==> src/rtl/multicycle_ctrl.sv <==
// Multi-cycle RV32I sequencer: one shared ALU stepped through fetch, decode,
// execute, memory and writeback, with a sticky trap on illegal opcodes and memory timeouts.
module multicycle_ctrl #(
  parameter int unsigned MEM_TIMEOUT = 255
) (
  input  logic       clk,
  input  logic       rst,
  input  logic [6:0] opcode,
  input  logic       br_taken,
  input  logic       mem_ready,
  output logic [1:0] ASel,
  output logic [1:0] BSel,
  output logic       mem_req,
  output logic       mem_we,
  output logic       ir_we,
  output logic       aluout_we,
  output logic       pc_we,
  output logic       pc_src,
  output logic       reg_we,
  output logic [1:0] wb_sel,
  output logic       trap,
  output logic [1:0] trap_cause,
  output logic [2:0] state_o
);

  localparam logic [2:0] S_IDLE   = 3'd0;
  localparam logic [2:0] S_FETCH  = 3'd1;
  localparam logic [2:0] S_DECODE = 3'd2;
  localparam logic [2:0] S_EXEC   = 3'd3;
  localparam logic [2:0] S_MEM    = 3'd4;
  localparam logic [2:0] S_WB     = 3'd5;
  localparam logic [2:0] S_TRAP   = 3'd6;

  localparam logic [6:0] OP_R      = 7'b0110011;
  localparam logic [6:0] OP_IALU   = 7'b0010011;
  localparam logic [6:0] OP_LOAD   = 7'b0000011;
  localparam logic [6:0] OP_STORE  = 7'b0100011;
  localparam logic [6:0] OP_BRANCH = 7'b1100011;
  localparam logic [6:0] OP_JAL    = 7'b1101111;
  localparam logic [6:0] OP_JALR   = 7'b1100111;
  localparam logic [6:0] OP_LUI    = 7'b0110111;
  localparam logic [6:0] OP_AUIPC  = 7'b0010111;

  localparam logic [7:0] LIMIT = 8'(MEM_TIMEOUT);

  logic [2:0] state_q, state_d;
  logic [7:0] cnt_q, cnt_d;
  logic       trap_q, trap_d;
  logic [1:0] cause_q, cause_d;

  logic is_r, is_ialu, is_load, is_store, is_branch, is_jal, is_jalr, is_lui, is_auipc;
  logic is_legal, limit_hit;

  assign is_r      = (opcode == OP_R);
  assign is_ialu   = (opcode == OP_IALU);
  assign is_load   = (opcode == OP_LOAD);
  assign is_store  = (opcode == OP_STORE);
  assign is_branch = (opcode == OP_BRANCH);
  assign is_jal    = (opcode == OP_JAL);
  assign is_jalr   = (opcode == OP_JALR);
  assign is_lui    = (opcode == OP_LUI);
  assign is_auipc  = (opcode == OP_AUIPC);
  assign is_legal  = is_r | is_ialu | is_load | is_store | is_branch |
                     is_jal | is_jalr | is_lui | is_auipc;
  assign limit_hit = (cnt_q == LIMIT);

  // The wait counter only survives a cycle spent stalled in FETCH/MEM; any other
  // path (state change or mem_ready) returns it to zero.
  always_comb begin
    state_d = state_q;
    cnt_d   = '0;
    trap_d  = trap_q;
    cause_d = cause_q;
    case (state_q)
      S_IDLE:   state_d = S_FETCH;
      S_FETCH, S_MEM: begin
        if (mem_ready) begin
          if (state_q == S_FETCH) state_d = S_DECODE;
          else                    state_d = is_load ? S_WB : S_FETCH;
        end else if (limit_hit) begin
          state_d = S_TRAP;
          trap_d  = 1'b1;
          cause_d = 2'b10;
        end else begin
          cnt_d = cnt_q + 8'd1;
        end
      end
      S_DECODE: begin
        if (is_legal) begin
          state_d = S_EXEC;
        end else begin
          state_d = S_TRAP;
          trap_d  = 1'b1;
          cause_d = 2'b01;
        end
      end
      S_EXEC: begin
        if (is_branch)               state_d = S_FETCH;
        else if (is_load | is_store) state_d = S_MEM;
        else                         state_d = S_WB;
      end
      S_WB:     state_d = S_FETCH;
      S_TRAP:   state_d = S_TRAP;
      default:  state_d = S_IDLE;
    endcase
  end

  always_ff @(posedge clk or posedge rst) begin
    if (rst) begin
      state_q <= S_IDLE;
      cnt_q   <= '0;
      trap_q  <= 1'b0;
      cause_q <= 2'b00;
    end else begin
      state_q <= state_d;
      cnt_q   <= cnt_d;
      trap_q  <= trap_d;
      cause_q <= cause_d;
    end
  end

  always_comb begin
    ASel      = 2'b00;
    BSel      = 2'b00;
    mem_req   = 1'b0;
    mem_we    = 1'b0;
    ir_we     = 1'b0;
    aluout_we = 1'b0;
    pc_we     = 1'b0;
    pc_src    = 1'b0;
    reg_we    = 1'b0;
    wb_sel    = 2'b00;
    case (state_q)
      S_FETCH: begin
        mem_req = 1'b1;
        ir_we   = mem_ready;
      end
      S_DECODE: begin
        ASel      = 2'b01;
        BSel      = 2'b01;
        aluout_we = 1'b1;
      end
      S_EXEC: begin
        if (is_r | is_branch) begin
          ASel = 2'b10;
          BSel = 2'b10;
        end else if (is_ialu | is_load | is_store | is_jalr) begin
          ASel = 2'b10;
          BSel = 2'b01;
        end else if (is_lui) begin
          ASel = 2'b00;
          BSel = 2'b01;
        end else if (is_auipc | is_jal) begin
          ASel = 2'b01;
          BSel = 2'b01;
        end
        // A branch leaves ALUOut holding the target computed in DECODE.
        if (is_branch) begin
          pc_we  = 1'b1;
          pc_src = br_taken;
        end else begin
          aluout_we = 1'b1;
        end
      end
      S_MEM: begin
        mem_req = 1'b1;
        mem_we  = is_store;
        pc_we   = is_store & mem_ready;
      end
      S_WB: begin
        reg_we = 1'b1;
        pc_we  = 1'b1;
        pc_src = is_jal | is_jalr;
        if (is_load)              wb_sel = 2'b01;
        else if (is_jal | is_jalr) wb_sel = 2'b10;
      end
      default: ;
    endcase
  end

  assign trap       = trap_q;
  assign trap_cause = cause_q;
  assign state_o    = state_q;

endmodule

==> config.mk <==
export PLATFORM = sky130hd
export DESIGN_NAME = multicycle_ctrl
export DESIGN_NICKNAME = d
export VERILOG_FILES = /design/src/rtl/multicycle_ctrl.sv
export SDC_FILE = /design/constraint.sdc
export NUM_CORES = 1
export LEC_CHECK = 0
export BUFFER_PORTS_ARGS = -buffer_cell sky130_fd_sc_hd__buf_2
export CAP_MARGIN = 15
export CELL_PAD_IN_SITES_DETAIL_PLACEMENT = 0
export CELL_PAD_IN_SITES_GLOBAL_PLACEMENT = 2
export CORE_UTILIZATION = 30
export DETAILED_ROUTE_END_ITERATION = 8
export PLACE_DENSITY = 0.89
export SYNTH_ARGS = -nofsm -noshare
export SYNTH_HDL_FRONTEND = slang
export SYNTH_SLANG_ARGS = --single-unit
==> constraint.sdc <==
create_clock -name clk -period 4.8 [get_ports clk]
set_input_delay 0.24 -clock clk [delete_from_list [all_inputs] [get_ports clk]]
set_output_delay 0.24 -clock clk [all_outputs]
set_load 0.1 [all_outputs]
==> impl_metrics.yaml, run 1 <==
run_status:
  outcome: "finished with violations"
  violations: "hold timing"
critical_path:
  crit_path_max_incr_delay_ps: 500
  slowest_stage: "dfrtp_1"
  worstSetupPathType: "reg2out"
  path_depth: 6
  path_delay_family: "simple AND/OR/NAND/NOR gates"
  path_buf_inv: 1
  critical_path_arrival_ps: 2150
  cp-end-kind: "output pin"
  cp-start-kind: "flop"
  r2r_start: "cnt_q[0]$_DFF_PP0_"
  r2r_cells: 6
  cp_cell_sequence: "nor2b_1 > nand2_1 > or3_1 > a21boi_1 > nor2_1 > buf_2"
  cp.required_ps: 4560
  reg2reg_slack_ps: 3070
  r2r_end: "state_o[0]$_DFFE_PP0P_"
  critical_path.max_fanout: 11
synth:
  synth_flop_cell: "dfrtp_1"
  syn-instance-count: 115
  netlist_area_um2: 950
  synth_edf_count: 0
  ys_ff_latch: 14
  synthArstFlopShare_pct: 100
  yosysSeqAreaShare_pct: 36.9
  yosysTopAreaCellShare_pct: 36.9
  ys_warn_count: 0
  syn_avg_cell_area_um2: 8.26
  synth.net_count: 127
  synthDistinctLibCells: 40
  synth.largest_area_cell: "dfrtp_1"
  ys_top_cells_by_area: "dfrtp_1, nor2_1, a21oi_1, xnor2_1, xor2_1"
pwr:
  p_comb_share_pct: 65.7
  p_int_mw: 0.278
  cellLeakagePower_nw: 0.525
  switching_share_pct: 63.3
  share_seq_of_total_power_pct: 23.1
  power_switching_mw: 0.478
  pwr-share-clk_pct: 11.2
  power_density_nw_per_um2: 646
  ir_drop_v: 0.000289
die:
  dieWidth_um: 58.3
  die-area_um2: 3390
  start_util_pct: 31.4
  die_y_um: 58.3
  core_um2: 3030
  num_io_pins: 30
  num_rows: 20
sta:
  hold_viol_final: 14
  timing.final.ws_setup_ps: 2410
  max-slew-margin-rel_pct: 63.8
  skew_ps: 11.6
  whs_ps: -17.5
  maxSlewViolCount: 0
  setup_violations: 0
  worst_pin_slew_ps: 542
  fmax_mhz: 419
  rsz0062_at_grt: "no"
  min_period_ps: 2390
  period_share_pct: 49.7
  setup-tns-final_ps: 0
placed_design:
  placed_area_um2: 1130
  dp_hpwl_mm: 1.83
  pre_cts_ws_ps: 2720
  port_buffers: 29
  place.gp.congestion: 0.783
clocking:
  clk_latency_ps: 280
  cts.sinks: 14
  h-tree-depth: 1
  post_cts_buffers: 0
  cts_tree: "yes"
  numCtsBuffers: 3
  clockRootBuffer: "clkbuf_4"
  ctsResizeCount: 0
  clockBufferDepth: 2
  cts_hold_buf: 0
  clk_pin_slew_ps: 90
route:
  viasPerCell: 4.84
  wire_per_inst_um: 12.2
  ant_nets: 0
  firstDrtPassIters: 4
  first_iter_violations: 36
  routed_wl_mm: 2.29
  vias: 910
  drcViolationCount: 0
layout:
  multi_input_area_um2: 562
  fillCellCount: 329
  nets: 157
  drive_gt1_share_pct: 27.8
  fin_area_um2: 1170
  area_growth_pct: 23.3
  seqCellArea_um2: 350
  post-route-util_pct: 38.7
  antenna_cells: 0
global_routing:
  grt_max_degree: 15
  grt_use_total_pct: 14.9
  grt_pass1_vias: 890
  grt_first_pass_wirelength_mm: 3.98
  grt-ovfl-total: 0
  antenna_found_initial: 0
min_path:
  hold_class: "in2async"
run:
  maxCapViolations: 0
area by class of cell:
cell class	count	area share, %
multi-input combinational	91	48.0
sequential	14	29.9
timing repair buffer	29	12.4
tap	44	4.70
clock buffer	4	3.10
inverter	6	1.92
per-stage QoR:
stage          hold WS (ps)  instances  power, mW
6_report              -17.5        188      0.756
5_1_grt                36.0        188      0.793
3_5_place_dp            313        184      0.675
4_1_cts                3.81        188      0.760
2_1_floorplan           129        115      0.600
3_3_place_gp            299        184      0.671
synth_stat cells, drive strengths merged (2+ instances only):
cell type / count
nand3: 4
nor2b: 4
a21oi: 7
o22ai: 4
dfrtp: 14
nor2: 17
xnor2: 4
nand4: 2
and3: 2
buf: 3
o22a: 2
o21ai: 4
o21bai: 2
nor3: 6
or2: 3
or3: 2
inv: 6
nand2: 8
xor2: 4
nand2b: 2
power groups by stage:
stage / Clock [mW] / Sequential [mW] / Combinational [mW]
after floorplan: 0 / 0.257 / 0.343
after global placement: 0 / 0.175 / 0.496
after detailed placement: 0 / 0.177 / 0.498
after CTS: 0.0864 / 0.175 / 0.499
after global routing: 0.0914 / 0.181 / 0.520
final: 0.0846 / 0.175 / 0.497
per-layer routing:
layer / track usage, % / routed length (um) / vias to the layer above
met4: 2.72 / 12 / 0
met3: 3.79 / 72 / 2
li1: - / - / 461
met2: 23.8 / 1090 / 10
met5: 0 / 0 / -
met1: 20.7 / 1110 / 437
cell families (layout without fill, tap and decap cells):
kind of cell / after synthesis / after routing / share of synthesized area (%)
adder cells (fa/ha/maj): 1 / 1 / 1.32
XOR/XNOR: 8 / 8 / 7.38
AND/OR/NAND/NOR: 58 / 58 / 33.2
buffers and inverters: 10 / 39 / 4.61
AO/OA/AOI/OAI: 24 / 24 / 16.6
flip-flops: 14 / 14 / 36.9
worst max path at each step:
stage	from	to	slack (ps)
CTS	state_o[1]$_DFFE_PP0P_	pc_src	2410
floorplan	state_o[0]$_DFFE_PP0P_	BSel[1]	890
detailed placement	state_o[1]$_DFFE_PP0P_	pc_src	2720
global route	state_o[1]$_DFFE_PP0P_	pc_src	2240
finish	state_o[1]$_DFFE_PP0P_	pc_src	2410
global placement	state_o[1]$_DFFE_PP0P_	pc_src	2780
cell usage in the layout (no fill, tap or decap), types with 4 or more instances in the layout:
| cell type | n |
|---|---|
| buf_2 | 29 |
| nor2b_1 | 4 |
| nor3_1 | 5 |
| nor2_1 | 17 |
| dfrtp_1 | 14 |
| inv_1 | 6 |
| nand3_1 | 4 |
| nand2_1 | 8 |
| o22ai_1 | 4 |
| xor2_1 | 4 |
| xnor2_1 | 4 |
| a21oi_1 | 7 |
state kept, by name (all words and copies together), names as in the netlist:
signal / cells
trap_cause: 2
trap: 1
cnt_q: 8
state_o: 3
(Power assumes the default switching activity.)
==> inputs of run 2 (changes only) <==
- CORE_UTILIZATION: 30 -> 25
- PLACE_DENSITY: 0.89 -> 0.8
- clock period: 4.8 -> 2.1 ns (I/O delays scaled with it)
==> run 2 against run 1 <==
Effect of this change:
- the flow now finishes without violations
- largest cell class unchanged
- global-route usage down 1.7 points
- sequential share of layout area decreased by 3.6 points
- cell count up 2.7%
- highest routed layer unchanged
- first-iteration DRC count increased by 19%
- sequential cell count is the same
- clock-buffer cell count unchanged
- wire length increased by 5.0%
==> impl_metrics.yaml, run 2 (synthesized netlist as in run 1, its figures left out) <==
run_status:
  outcome: "completed"
critical_path:
  critical_path.max_fanout: 11
  worstSetupPathType: "reg2out"
  critical_path_arrival_ps: 1930
  r2r_start: "state_o[0]$_DFFE_PP0P_"
  slowest_stage: "dfrtp_4"
  cp.required_ps: 2000
  crit_path_start: "state_o[1]$_DFFE_PP0P_"
  cp_cell_sequence: "nor2b_4 > nand2_2 > or3_4 > a21boi_1 > nor2_4 > buf_12"
  cp-end-kind: "output pin"
  crit_path_max_incr_delay_ps: 560
  cp-start-kind: "flop"
die:
  core_um2: 3660
  dieWidth_um: 63.6
  die_y_um: 63.6
  num_rows: 22
  start_util_pct: 25.9
  num_io_pins: 30
  die-area_um2: 4050
pwr:
  cellLeakagePower_nw: 0.589
  power_density_nw_per_um2: 1420
  ir_drop_v: 0.000403
global_routing:
  grt_max_degree: 15
  grt_first_pass_wirelength_mm: 4.23
  grt_pass1_vias: 928
  grt-ovfl-total: 0
  grt_use_total_pct: 13.2
  busiest_layer: "met2"
  met1_usage_pct: 17.5
  gr-usage-met2_pct: 19.9
  antenna_found_initial: 0
  groute.layer.met3.usage_pct: 2.36
layout:
  multi_input_area_um2: 671
  layout_common_cells: "buf_2, nor2_1, dfrtp_1"
  regMostFlops: "cnt_q"
  post-route-util_pct: 37.5
  fillCellCount: 400
  fin_area_um2: 1370
  drive_gt1_share_pct: 40.0
  seqCellArea_um2: 362
  final_common_cell: "buf_2"
  antenna_cells: 0
  nets: 158
  area_growth_pct: 44.5
  finalNonFillerCells: 193
  largest_reg_flops: 8
route:
  drcViolationCount: 0
  viasPerCell: 4.94
  wire_per_inst_um: 12.5
  routed_wl_mm: 2.41
  vias: 953
  ant_nets: 0
  first_iter_violations: 43
  firstDrtPassIters: 6
sta:
  max-slew-margin-rel_pct: 65.3
  period_share_pct: 96.8
  rsz0062_at_grt: "no"
  hold_viol_final: 0
  fmax_mhz: 492
  setup_violations: 0
  whs_ps: 242
  skew_ps: 2.40
  maxSlewViolCount: 0
  min_period_ps: 2030
  worst_pin_slew_ps: 520
clocking:
  clockBufferDepth: 2
  h-tree-depth: 1
  post_cts_buffers: 0
  clk_pin_slew_ps: 60
  numCtsBuffers: 3
  clockRootBuffer: "clkbuf_8"
  cts.sinks: 14
  clk_latency_ps: 250
  cts_tree: "yes"
min_path:
  min_from: "mem_ready"
  hold_class: "in2reg"
placed_design:
  dp_cells: 188
  place.gp.congestion: 0.717
  dp_hpwl_mm: 1.84
  placed_area_um2: 1300
  port_buffers: 29
run:
  maxCapViolations: 0
[run 2: cell count changes in the layout (fill, tap and decap cells not counted), moves of 3 or more]
cell / delta
a21oi_2: +3
a21oi_1: -3
clkbuf_8: +3
nor2_4: +3
dfrtp_1: -3
dfrtp_4: +3
nor2_1: -4
buf_12: +3
buf_2: -4
[run 2: final cells by class]
cell class,instances,share of cell area [%]
Inverter,6,1.64
Tap cell,48,4.38
Multi-Input combinational cell,91,48.9
Clock buffer,4,4.01
Sequential cell,14,26.3
Timing Repair Buffer,30,14.8
[run 2: routing by layer]
metal | up-vias | part of all wire (%)
li1 | 470 | -
met1 | 451 | 47
met2 | 23 | 46
met3 | 9 | 3.7
met4 | 0 | 3.2
met5 | - | 0
[run 2: final timing paths]
path	end	slack (ps)	cells past startpoint
hold / removal	cnt_q[1]$_DFF_PP0_	240	3
max in group asynchronous	state_o[2]$_DFFE_PP0P_	1280	3
min in group asynchronous	cnt_q[6]$_DFF_PP0_	430	3
setup / recovery	pc_src	70	6
hold reg to reg	cnt_q[0]$_DFF_PP0_	470	1
setup reg to reg	state_o[0]$_DFFE_PP0P_	370	5
[run 2: timing repair]
action,CTS,global route
hold endpoints to repair,14,0
hold buffers,1,0
setup endpoints to repair,1,2
gates resized for setup,1,2
[run 2: report_power, final]
part           leakage [nW]  internal, mW  switching, mW  total [mW]
clock network        0.0288         0.166         0.0956       0.262
logic                 0.384         0.265          0.967        1.23
registers             0.176         0.336          0.115       0.451
total                 0.589         0.767           1.18        1.94
[run 2: stage by stage]
step                setup TNS (ps)  total power, mW  setup WS [ps]
floorplan                     -314             1.51           -177
global placement                 0             1.66            259
detailed placement               0             1.67            238
CTS                              0             1.95           12.1
global route                     0             2.04           1.66
finish                           0             1.94           67.2
[run 2: worst max-delay path: cells and delay by family, from the launching register on]
| kind | cells | cell delay [ps] |
|---|---|---|
| flip-flops | 1 | 560 |
| AND/OR/NAND/NOR | 4 | 780 |
| buffers and inverters | 1 | 180 |
| AO/OA/AOI/OAI | 1 | 160 |
==> inputs of run 3 (changes only) <==
- CORE_MARGIN: unset -> 2
- CORE_UTILIZATION: 25 -> 26
- CTS_BUF_LIST: unset -> sky130_fd_sc_hd__clkbuf_2
- PLACE_DENSITY: 0.8 -> 0.83
- SETUP_SLACK_MARGIN: unset -> 0.2
==> run 3 against run 2 <==
Effect of this change:
- first-iteration DRC count down 23%
- clock skew rose by 5.7 ps
- sequential cell count unchanged
- via count is 2.7% higher
- die area grew 2.5%
- worst hold slack lost 55 ps
- critical path depth is the same
- total power is 5.2% higher
- sequential power is 14% lower
- worst setup slack better by 160 ps
- non-clock buffer count increased by 11
- critical endpoint unchanged
==> impl_metrics.yaml, run 3 (synthesized netlist as in run 1, its figures left out) <==
placed_design:
  pre_cts_ws_ps: 284
  place.gp.congestion: 0.757
  port_buffers: 29
  dp_hpwl_mm: 1.95
  placed_area_um2: 1340
layout:
  fin_area_um2: 1490
  antenna_cells: 0
  nets: 169
  layout_common_cells: "buf_2, nor2_1, dfrtp_1"
  final_common_cell: "buf_2"
  fillCellCount: 357
  drive_gt1_share_pct: 46.2
  seqCellArea_um2: 362
  area_growth_pct: 57.3
  post-route-util_pct: 43.7
  regMostFlops: "cnt_q"
  largest_reg_flops: 8
  multi_input_area_um2: 693
pwr:
  power_density_nw_per_um2: 1370
  share_seq_of_total_power_pct: 18.9
  power_switching_mw: 1.23
  pwr-share-clk_pct: 6.1
  ir_drop_v: 0.00100
  cellLeakagePower_nw: 0.648
  switching_share_pct: 59.9
  p_total_mw: 2.05
  p_int_mw: 0.820
  p_comb_share_pct: 75.1
sta:
  rsz0062_at_grt: "yes"
  skew_ps: 8.10
  setup_violations: 0
  hold_viol_final: 0
  max-slew-margin-rel_pct: 65.4
  period_share_pct: 89.2
  timing.final.ws_setup_ps: 227
  whs_ps: 187
  fmax_mhz: 534
  maxSlewViolCount: 0
  worst_pin_slew_ps: 518
  min_period_ps: 1870
critical_path:
  cp.required_ps: 2000
  r2r_cells: 6
  critical_path.max_fanout: 3
  r2r_end: "trap$_DFFE_PP0P_"
  critical_path_arrival_ps: 1770
  cp-start-kind: "flop"
  r2r_start: "state_o[2]$_DFFE_PP0P_"
  cp-end-kind: "output pin"
  reg2reg_slack_ps: 390
  worstSetupPathType: "reg2out"
global_routing:
  grt_first_pass_wirelength_mm: 4.29
  grt_pass1_vias: 869
  grt_use_total_pct: 12.9
  grt-ovfl-total: 0
  antenna_found_initial: 0
  grt_max_degree: 15
die:
  num_io_pins: 30
  die_y_um: 64.4
  die-area_um2: 4150
  num_rows: 21
  start_util_pct: 27.8
  dieWidth_um: 64.4
  core_um2: 3420
clocking:
  clockRootBuffer: "clkbuf_2"
  cts_tree: "yes"
  clk_latency_ps: 270
  clk_pin_slew_ps: 130
  numCtsBuffers: 3
  clockBufferDepth: 2
  cts.sinks: 14
  h-tree-depth: 1
route:
  ant_nets: 0
  first_iter_violations: 33
  routed_wl_mm: 2.63
  drcViolationCount: 0
  firstDrtPassIters: 4
  wire_per_inst_um: 13.0
  vias: 979
  viasPerCell: 4.85
min_path:
  hold_depth: 3
  hold_path_end: "cnt_q[1]$_DFF_PP0_"
  min_from: "mem_ready"
  hold_class: "in2reg"
run:
  maxCapViolations: 0
run_status:
  outcome: "completed"
==> run 3: routing by layer <==
| metal | global-route usage [%] | vias up | wire, um | share of wire, % |
|---|---|---|---|---|
| li1 | - | 487 | - | - |
| met4 | 1.60 | 0 | 14 | 0.53 |
| met2 | 19.3 | 18 | 1240 | 47 |
| met1 | 19.4 | 472 | 1300 | 50 |
| met3 | 2.95 | 2 | 72 | 2.7 |
| met5 | 0 | - | 0 | 0 |
==> run 3: timing repair <==
| action | in CTS | in global routing |
|---|---|---|
| pin swaps | 0 | 3 |
| setup buffers | 5 | 4 |
| resized for setup | 4 | 13 |
| setup endpoints to repair | 6 | 9 |
| hold buffers | 1 | 0 |
| endpoints found under the hold margin | 14 | 0 |
==> run 3: how the worst max path moves through the flow <==
stage                           startpoint      end  slack [ps]  depth (start not counted)
finish              state_o[1]$_DFFE_PP0P_   pc_src         230                          6
global route        state_o[2]$_DFFE_PP0P_   pc_src         140                          6
CTS                 state_o[1]$_DFFE_PP0P_  ASel[0]         130                          4
detailed placement  state_o[1]$_DFFE_PP0P_   pc_src         280                          6
global placement    state_o[1]$_DFFE_PP0P_   pc_src         320                          6
floorplan           state_o[0]$_DFFE_PP0P_  ASel[1]        -180                          4
==> run 3: worst max-delay path: stages, from the launching register on <==
cell and delay (ps):
dfrtp_4 520, nor2b_4 140, nand2_2 70, or3_4 350, a21boi_4 150, nor2_4 100
buf_12 180
==> run 3: cell type report <==
cell class / count / area share [%]
Clock inverter: 1 / 0.251
Multi-Input combinational cell: 91 / 46.4
Tap cell: 46 / 3.85
Inverter: 6 / 1.51
Timing Repair Buffer: 41 / 22.8
Sequential cell: 14 / 24.2
Clock buffer: 3 / 1.01
==> run 3: power groups by stage <==
stage | logic (mW) | clock network [mW] | registers, mW
after floorplan | 0.911 | 0 | 0.618
after global placement | 1.28 | 0 | 0.441
after detailed placement | 1.28 | 0 | 0.448
after CTS | 1.42 | 0.133 | 0.403
after global routing | 1.61 | 0.148 | 0.392
final | 1.54 | 0.124 | 0.386
==> run 3: stage by stage <==
stage,setup TNS [ps],instances
after floorplan,-304,115
after global placement,0,188
after detailed placement,0,188
after CTS,0,198
after global routing,0,202
final,0,202
